### src/rtl/line_word_adapter.sv
// Bridges a 128-bit cache line port onto a 16-bit word memory by running
// an 8-word burst per line fill or evict, then pulsing pmem_resp once.
module line_word_adapter (
    input  logic         clk,
    input  logic         rst_n,
    input  logic         pmem_read,
    input  logic         pmem_write,
    input  logic [15:0]  pmem_address,
    input  logic [127:0] pmem_wdata,
    output logic [127:0] pmem_rdata,
    output logic         pmem_resp,
    output logic [15:0]  mem_address,
    output logic         mem_read,
    output logic         mem_write,
    output logic [15:0]  mem_wdata,
    input  logic [15:0]  mem_rdata,
    input  logic         mem_resp
);

    typedef enum logic [1:0] {
        IDLE,
        RD_BURST,
        WR_BURST,
        RESP
    } state_t;

    state_t       state;
    state_t       state_next;
    logic         accept;
    logic         in_burst;
    logic [2:0]   cnt;
    logic [11:0]  line_addr;
    logic [127:0] wdata_q;
    logic [127:0] rdata_q;
    logic [6:0]   word_lsb;
    logic         unused_addr_bits;

    // The word offset inside the line is implied by the burst counter.
    assign unused_addr_bits = &{1'b0, pmem_address[3:0]};

    always_ff @(posedge clk or negedge rst_n) begin
        if (!rst_n) begin
            state <= IDLE;
        end else begin
            state <= state_next;
        end
    end

    always_comb begin
        state_next = state;
        accept     = 1'b0;
        case (state)
            IDLE: begin
                if (pmem_write) begin
                    state_next = WR_BURST;
                    accept     = 1'b1;
                end else if (pmem_read) begin
                    state_next = RD_BURST;
                    accept     = 1'b1;
                end
            end
            RD_BURST, WR_BURST: begin
                if (mem_resp && (cnt == 3'd7)) begin
                    state_next = RESP;
                end
            end
            RESP: begin
                state_next = IDLE;
            end
            default: begin
                state_next = IDLE;
            end
        endcase
    end

    assign in_burst = (state == RD_BURST) || (state == WR_BURST);
    assign word_lsb = {cnt, 4'b0000};

    // Request fields are captured once on accept; the cache side may change
    // or drop them freely while the burst is in flight.
    always_ff @(posedge clk or negedge rst_n) begin
        if (!rst_n) begin
            cnt       <= 3'd0;
            line_addr <= 12'd0;
            wdata_q   <= 128'd0;
            rdata_q   <= 128'd0;
        end else if (accept) begin
            cnt       <= 3'd0;
            line_addr <= pmem_address[15:4];
            wdata_q   <= pmem_wdata;
        end else if (in_burst && mem_resp) begin
            cnt <= cnt + 3'd1;
            if (state == RD_BURST) begin
                rdata_q[word_lsb +: 16] <= mem_rdata;
            end
        end
    end

    assign pmem_rdata  = rdata_q;
    assign pmem_resp   = (state == RESP);
    assign mem_read    = (state == RD_BURST);
    assign mem_write   = (state == WR_BURST);
    assign mem_address = in_burst ? {line_addr, cnt, 1'b0} : 16'd0;
    assign mem_wdata   = (state == WR_BURST) ? wdata_q[word_lsb +: 16] : 16'd0;

endmodule

### config.mk
export PLATFORM = sky130hd
export DESIGN_NAME = line_word_adapter
export DESIGN_NICKNAME = d
export VERILOG_FILES = /design/src/rtl/line_word_adapter.sv
export SDC_FILE = /design/constraint.sdc
export NUM_CORES = 1
export LEC_CHECK = 0
export ABC_AREA = 1
export CAP_MARGIN = 30
export CORE_MARGIN = 2
export CORE_UTILIZATION = 53
export DETAILED_ROUTE_END_ITERATION = 10
export GPL_TIMING_DRIVEN = 0
export PLACE_DENSITY = 0.86
export SYNTH_ARGS = -nofsm -noshare
export SYNTH_HDL_FRONTEND = slang
export SYNTH_SLANG_ARGS = --single-unit
### constraint.sdc
create_clock -name clk -period 5.1 [get_ports clk]
set_input_delay 1.02 -clock clk [delete_from_list [all_inputs] [get_ports clk]]
set_output_delay 1.02 -clock clk [all_outputs]
set_load 0.005 [all_outputs]
## Word-level counts from Yosys, hierarchy flattened

Index checks and enable logic that the tools add are counted.

- $add $sub $neg: 2
- Equal/unequal tests: 6
- Shifts and indexed selects: 3
- Multiplexer cells: 12
- Bitwise logic cells: 1
- Reductions and logical operators: 8

Operators with widths:

| cell | number |
|---|---|
| $bwmux W128 | 1 |
| $shift A16 B9 Y128 const A | 1 |
| $shiftx A128 B8 Y16 | 1 |
| $shiftx A16 B9 Y128 | 1 |
| $mux W16 | 2 |
| $neg A7 Y9 | 1 |
| $mux W2 | 3 |
| $mux W3 | 2 |
| $pmux W2 S3 | 1 |
| $eq A2 B2 Y1 const B | 2 |
| $add A3 B1 Y3 const B | 1 |
| $eq A3 B3 Y1 const B | 1 |
| $mux W1 | 3 |
| $ne A3 B3 Y1 const B | 1 |
| $reduce_and A3 Y1 | 1 |
| $eq A2 B1 Y1 const B | 1 |
| $logic_and A1 B1 Y1 | 2 |
| $logic_not A2 Y1 | 1 |
| $ne A2 B2 Y1 const B | 1 |
| $reduce_and A2 Y1 | 1 |
| $reduce_bool A2 Y1 | 1 |
| $reduce_or A2 Y1 | 1 |
| $logic_or A1 B1 Y1 | 1 |
| $not A1 Y1 | 1 |

- Register bits: 273
- Input bits: 165
- Output and inout port bits: 163

## Depth between registers and ports, before layout

Gate-level depths: netlist of run 1.

- Depth after elaboration: 5
- Mapped depth: 14
- Mapped depth without buffers: 10

## Worst setup path after synthesis of run 1

OpenSTA, ideal clock, no wires.

- Kind: register to output
- Start: register state[0]
- End: output mem_wdata[10]
- Data arrival time: 1.339 ns
- Data required time: 4.080 ns
- Slack: 2.741 ns
- Stages on the path, launching flop included: 7
- Path buffers: 2
- Cells stage by stage: dfrtp_1 inv_1 ha_1 clkbuf_1 clkbuf_1 nand2_1 nor2_1

- Longest elaborated chain between the ends: 2

RTL lines:

| item | line | RTL |
|---|---|---|
| start: declaration | 27 | `state_t state;` |
| start signal: assignment | 45 | `state <= state_next;` |
| $eq A2 B2 Y1 | - |  |
| named net mem_write | 14 | `output logic mem_write,` |
| $mux W16 | 104 | `assign mem_wdata = (state == WR_BURST) ? wdata_q[word_lsb +: 16] : 16'd0;` |
| end: declaration | 15 | `output logic [15:0] mem_wdata,` |

The timed path passes the listed nets, and every way through them passes these cells.

## Worst setup path after layout of run 1

- Start: register cnt[1]
- End: output mem_wdata[13]

- Longest elaborated chain between the ends: 2

RTL lines:

| item | line | RTL |
|---|---|---|
| start: declaration | 31 | `logic [2:0] cnt;` |
| start signal: assignment | 92 | `cnt <= cnt + 3'd1;` |
| $shiftx A128 B8 Y16 | 104 |  |
| $mux W16 | 104 |  |

No other way between the ends.

==> results of run 1 <==
## cell type report
cell class	count	share of cell area
diodes	1	0.0001435
plain buffers	102	0.02792
clock buffers	35	0.04522
clock inverters	15	0.01457
inverters	176	0.03818
multi-input cells	1096	0.2709
flip-flops and latches	273	0.3919
well taps	319	0.02290
repair buffers	324	0.1883
## cells in the mapped netlist (all sizes together)
cell,count
conb,1
buf,56
a21oi,5
o21ai,214
nor2,89
nand3,101
dfrtp,273
nor3,32
ha,10
nand2,644
clkinv,1
clkbuf,46
inv,175
## flip-flops by register name (all words and copies together) (netlist names)
register / flops
pmem_rdata: 128
state: 2
cnt: 3
wdata_q: 128
line_addr: 12
## critical path: stages, from the launching register on
cell             delay, ps
dfrtp_1                380
buf_2                  200
inv_2                  190
buf_1                  490
nand3_1                280
nand3_1                140
nand2_1                 60
nor2_1                 170
clkdlybuf4s50_1        540
## cells by family after synthesis
kind of cell | Yosys count
AOI/OAI and AO/OA | 219
adders and majority gates | 10
buffers and inverters | 278
DFF | 273
other | 1
and+or+nand+nor | 866
## per-layer routing
layer | vias up | global-route usage | wire length, um
met5 | - | 0 | 0
li1 | 5799 | - | -
met2 | 636 | 0.5667 | 20390
met4 | 0 | 0.1230 | 1671
met1 | 5917 | 0.4154 | 16110
met3 | 108 | 0.04702 | 3643
## worst max path at each step
stage,slack [ps],start,to
2_1_floorplan,2740,state[0],mem_wdata[10]
3_3_place_gp,-8210,rst_n,wdata_q[88]
3_5_place_dp,1740,cnt[1],mem_wdata[13]
4_1_cts,1150,cnt[1],mem_wdata[11]
5_1_grt,990,cnt[1],mem_wdata[13]
6_report,1100,cnt[1],mem_wdata[13]
## power breakdown
| group | internal [mW] | switching, mW |
|---|---|---|
| clock | 1.44 | 0.864 |
| sequential | 2.91 | 0.309 |
| combinational | 1.73 | 3.01 |
| total | 6.08 | 4.18 |
==> reports/metrics.csv, run 1 <==
metric,value,unit
outcome,"complete, no violations",
startpoint_type,flop,
finClkSkew,16.11,ps
grt_max_degree,129,
hold_class,input pin to asynchronous set/reset pin,
postCtsSetupBuffers,0,
syn_area_per_cell,7.715,sq um
ctsResizeCount,0,
pin_count,328,
worst_slack,1096,ps
post-route-period-util,0.7851,
rows,56,
synthXorXnorAreaFrac,0,
dieHeight,158.8,um
path_clk_slew,70,ps
place_congestion,0.9732,
multi_input_area,4722,sq um
layout_common_cells,"641 x nand2_1, 321 x clkdlybuf4s50_1, 273 x dfrtp_1",
synthMuxAreaShare,0,
power-per-cell-area,589.0,nW/um^2
regToRegSetupSlack,2020,ps
synth_fa_ha_area_frac,0.009847,
synth_cell_types,24,
p_leak,8.344,nW
dr.pass1.iters,8,
synth_top_cell_by_area,dfrtp_1,
vias,12460,
setup-violations-final,0,
synth_top_family_by_area,simple AND/OR/NAND/NOR gates,
cts_hold_buffers,0,
antenna_found_initial,1,
place_ws,1739,ps
cts_max_path_buffers,3,
grt_pass1_wl,64990,um
synth-simple-area-share,0.2752,
port_buffers,322,
synth_compound_area_frac,0.08626,
final_common_cell,nand2_1,
yosysSeqAreaShare,0.5377,
hpwl,31160,um
finalPower,10.27,mW
first_iter_violations,1119,
synth_top_cell_area_share,0.5377,
totalWireLength,41810,um
utilization,0.7427,
grt_pass1_vias,12156,
vdd_drop_max,0.3153,mV
hold_slack,327.4,ps
path_class,flop to output pin,
cts-root-buf,clkbuf_16,
start_util,0.5413,
routed_via_density,5.323,
worstMarginPinSlew,654.6,ps
grt-ovfl-total,0,
numCtsBuffers,28,
crit_path_end_kind,output pin,
dieArea,25230,sq um
cap_viol_max_count,0,
regArea,6832,sq um
clock_latency,540,ps
ys_seq_elements,273,
tns,0,ps
critPathArrivalTime,2980,ps
r2r_cells,12,
syn_inst,1647,
core-area,23470,sq um
grt_use_total,0.3262,
fp.dieW,158.8,um
reg2reg_to,pmem_rdata[22],
htree_levels,1,
rsz0062_at_grt,false,
timing.final.max_slew_violations,0,
fmax,249.8,MHz
syn-cell-area,12710,sq um
drc_errors,0,
worst_ep_required_time,4080,ps
nFillCells,1746,
final_nets,2176,
ys_top_cells_by_area,"dfrtp_1 54%, nand2_1 19%, o21ai_0 6.7%, inv_1 4.9%, nand3_1 3.8%",
synth.yosys.warnings,0,
hold_viol,0,
finalInstanceArea,17430,sq um
synthToLayoutAreaGrowth,37.20,%
relSlewSlack,0.5636,
cts_sinks,273,
final_antenna_net_count,0,
worstReg2RegStart,cnt[1],
dp.cells,2290,
post-route-min-period,4004,ps
stdcell_count,2341,
synthesis.nets,1822,
post_drt_wl_per_cell,17.86,um
cts_tree,built,
critPathMaxFanout,10,
post_dp_cell_area,16390,sq um
post_route_cells_drive_above_1_share,0.06086,
Power figures use the tool's default switching activity.
==> run 2, diff against run 1 <==
CORE_UTILIZATION = 49   (was 53)
PLACE_DENSITY = 0.8   (was 0.86)
clock period = 3.7 ns   (was 5.1 ns; I/O delays follow)
==> run 2 against run 1 <==
Setup slack got worse by 950 ps. Combinational power rose by 37%. Clock skew fell by 7.7 ps. First-iteration DRC count rose by 8.6%. Final cell count rose by 0.47%. Die area rose by 8.0%. Sequential cell count did not move. Clock power rose by 24%. Sequential share of layout area rose by 0.21 points. Register-to-register slack got worse by 1300 ps. Total power rose by 34%. Sequential power rose by 37%. Critical path type unchanged. Largest cell class unchanged. Largest power group unchanged.
==> reports/metrics.csv, run 2 (same netlist as run 1, synthesis figures left out) <==
metric,value,unit,change
outcome,"complete, no violations",,
setup-violations-final,0,,unchanged
cts-root-buf,clkbuf_16,,
n_antenna_cell,0,,-1
swShare,0.4132,,+0.005679
power-per-cell-area,794.5,nW/um^2,+35%
crit_path_end_kind,output pin,,
rows,58,,+3.6%
cp_slowest_cell,clkdlybuf4s50_1,,
fmax,281.7,MHz,
numCtsBuffers,29,,+3.6%
hpwl,31280,um,+0.37%
path_delay_family,buffers and inverters,,
slowest_delay,560,ps,+20 ps
pwr-share-clk,0.208,,-0.017
critPathMaxFanout,10,,unchanged
clock_latency,550,ps,about the same
critPathArrivalTime,2810,ps,-170 ps
pin_count,328,,unchanged
post_route_cells_drive_above_1_share,0.06133,,+0.0004645
totalWireLength,41050,um,-1.8%
path_class,flop to output pin,,
postCtsSetupBuffers,0,,unchanged
p_sw,5.694,mW,+36%
drc_errors,0,,unchanged
cts_max_path_buffers,3,,unchanged
vdd_drop_max,0.4568,mV,+45%
crit_chain,buf_2 -> clkbuf_1 -> nand3_1 -> nand3_1 -> nand2_1 -> nor2_1 -> clkdlybuf4s50_1,,
cts_hold_buffers,0,,unchanged
cts_sinks,273,,unchanged
vias,12295,,-1.3%
hold_viol,0,,unchanged
dieArea,27230,sq um,+8.0%
timing.final.max_slew_violations,0,,unchanged
post-route-period-util,0.9595,,
intPower,8.087,mW,+33%
port_buffers,322,,unchanged
nFillCells,2063,,+18%
dieHeight,165.0,um,+3.9%
finalPower,13.78,mW,+34%
cts_tree,built,,
dr.pass1.iters,7,,-1
stdcell_count,2352,,+0.47%
dp.cells,2301,,+0.48%
hold_class,input pin to asynchronous set/reset pin,,
relSlewSlack,0.5536,,-0.009993
grt_pass1_wl,62850,um,-3.3%
path_clk_slew,60,ps,about the same
rsz0062_at_grt,false,,
core-area,25330,sq um,+7.9%
crit_buf_inv,3,,-1
synthToLayoutAreaGrowth,36.51,%,
start_util,0.5017,,-0.03963
comb_power_share,0.471,,+0.009
grt_pass1_vias,11932,,-1.8%
worstMarginPinSlew,669.6,ps,+14.99 ps
utilization,0.6849,,-0.05783
post-route-min-period,3550,ps,
first_iter_violations,1215,,+8.6%
cpMostUsedCell,nand3_1,,
post_drt_wl_per_cell,17.45,um,-2.3%
grt_max_degree,129,,unchanged
startpoint_type,flop,,
grt-ovfl-total,0,,unchanged
final_nets,2177,,+0.046%
place_congestion,0.9319,,-4.2%
grt_use_total,0.3014,,-0.02488
fp.dieW,165.0,um,+3.9%
layout_common_cells,"641 x nand2_1, 321 x clkdlybuf4s50_1, 272 x dfrtp_1",,
cap_viol_max_count,0,,unchanged
routed_via_density,5.227,,-1.8%
final_antenna_net_count,0,,unchanged
finClkSkew,8.389,ps,-7.722 ps
antenna_found_initial,0,,-1
worst_ep_required_time,2960,ps,-1120 ps
power_frac_seq,0.321,,+0.007
htree_levels,1,,unchanged
p_leak,8.296,nW,-0.57%
final_common_cell,nand2_1,,
==> run 2: changes by cell type in the layout (fill, tap and decap cells not counted), moves of 2 or more <==
cell       previous run  this run
buf_1                 7         5
bufinv_16             7         1
clkbuf_1             47        50
clkbuf_2              1         3
clkbuf_8              4         9
clkinv_2              7         4
==> run 2: worst register-to-register path, stage by stage, from the launching register on <==
cell and delay [ps]:
dfrtp_2 470, inv_2 190, buf_2 270, buf_2 300, ha_1 220, ha_1 230
buf_2 190, inv_2 180, nor2_2 80, nand2_1 130, clkbuf_1 390, nand2_1 120
o21ai_1 120
==> run 2: path summary, 6_finish.rpt <==
kind / startpoint / to / slack [ps] / cells after the start
setup / recovery: cnt[1] / mem_wdata[10] / 150 / 7
hold / removal: rst_n / pmem_rdata[54] / 40 / 1
setup reg to reg: cnt[0] / pmem_rdata[20] / 740 / 12
hold reg to reg: pmem_rdata[67] / pmem_rdata[67] / 470 / 2
max in group asynchronous: rst_n / wdata_q[49] / 2750 / 2
min in group clk: pmem_rdata[67] / pmem_rdata[67] / 470 / 2
==> run 2: power by group through the flow <==
stage                     Sequential, mW  Clock (mW)  Combinational [mW]
after global placement              4.44           0                6.25
after floorplan                     4.38           0                3.76
final                               4.42        2.87                6.50
after detailed placement            4.45           0                6.38
after CTS                           4.41        2.89                6.44
after global routing                4.51        3.01                7.23
==> run 2: cell type report <==
cell class              instances  area [sq um]  share of cell area
flip-flops and latches        273          6833              0.3939
plain buffers                 102         490.5             0.02828
clock buffers                  44         872.1             0.05028
clock inverters                 7         66.31            0.003823
multi-input cells            1096          4722              0.2722
well taps                     330         412.9             0.02380
inverters                     176         665.6             0.03838
repair buffers                324          3283              0.1893
==> run 2: metal layers <==
metal	vias to the layer above	routed length [um]	GRT usage
li1	5797	-	-
met1	5770	16420	0.3900
met2	625	19290	0.5036
met3	103	3547	0.04797
met4	0	1788	0.1296
met5	-	0	0
==> run 2: what timing repair did <==
action                                  CTS  global route
cloned                                    0             0
resized for setup                         1             4
endpoints found under the setup margin    2             5
==> run 2: through the flow <==
step | hold slack [ps] | area [sq um] | setup WS, ps | setup TNS, ps
floorplan | 444.4 | 12710 | 1379 | 0
global placement | 455.7 | 16340 | -9489 | -2585160
detailed placement | 459.0 | 16400 | 517.1 | 0
CTS | 34.04 | 17340 | 30.11 | 0
global route | 48.68 | 17350 | 20.83 | 0
finish | 41.77 | 17350 | 149.8 | 0
==> run 3, diff against run 2 <==
TNS_END_PERCENT = 5   (was unset)
==> results of run 3 <==
Same layout as run 2: the final DEF is identical, and so are final timing and power.
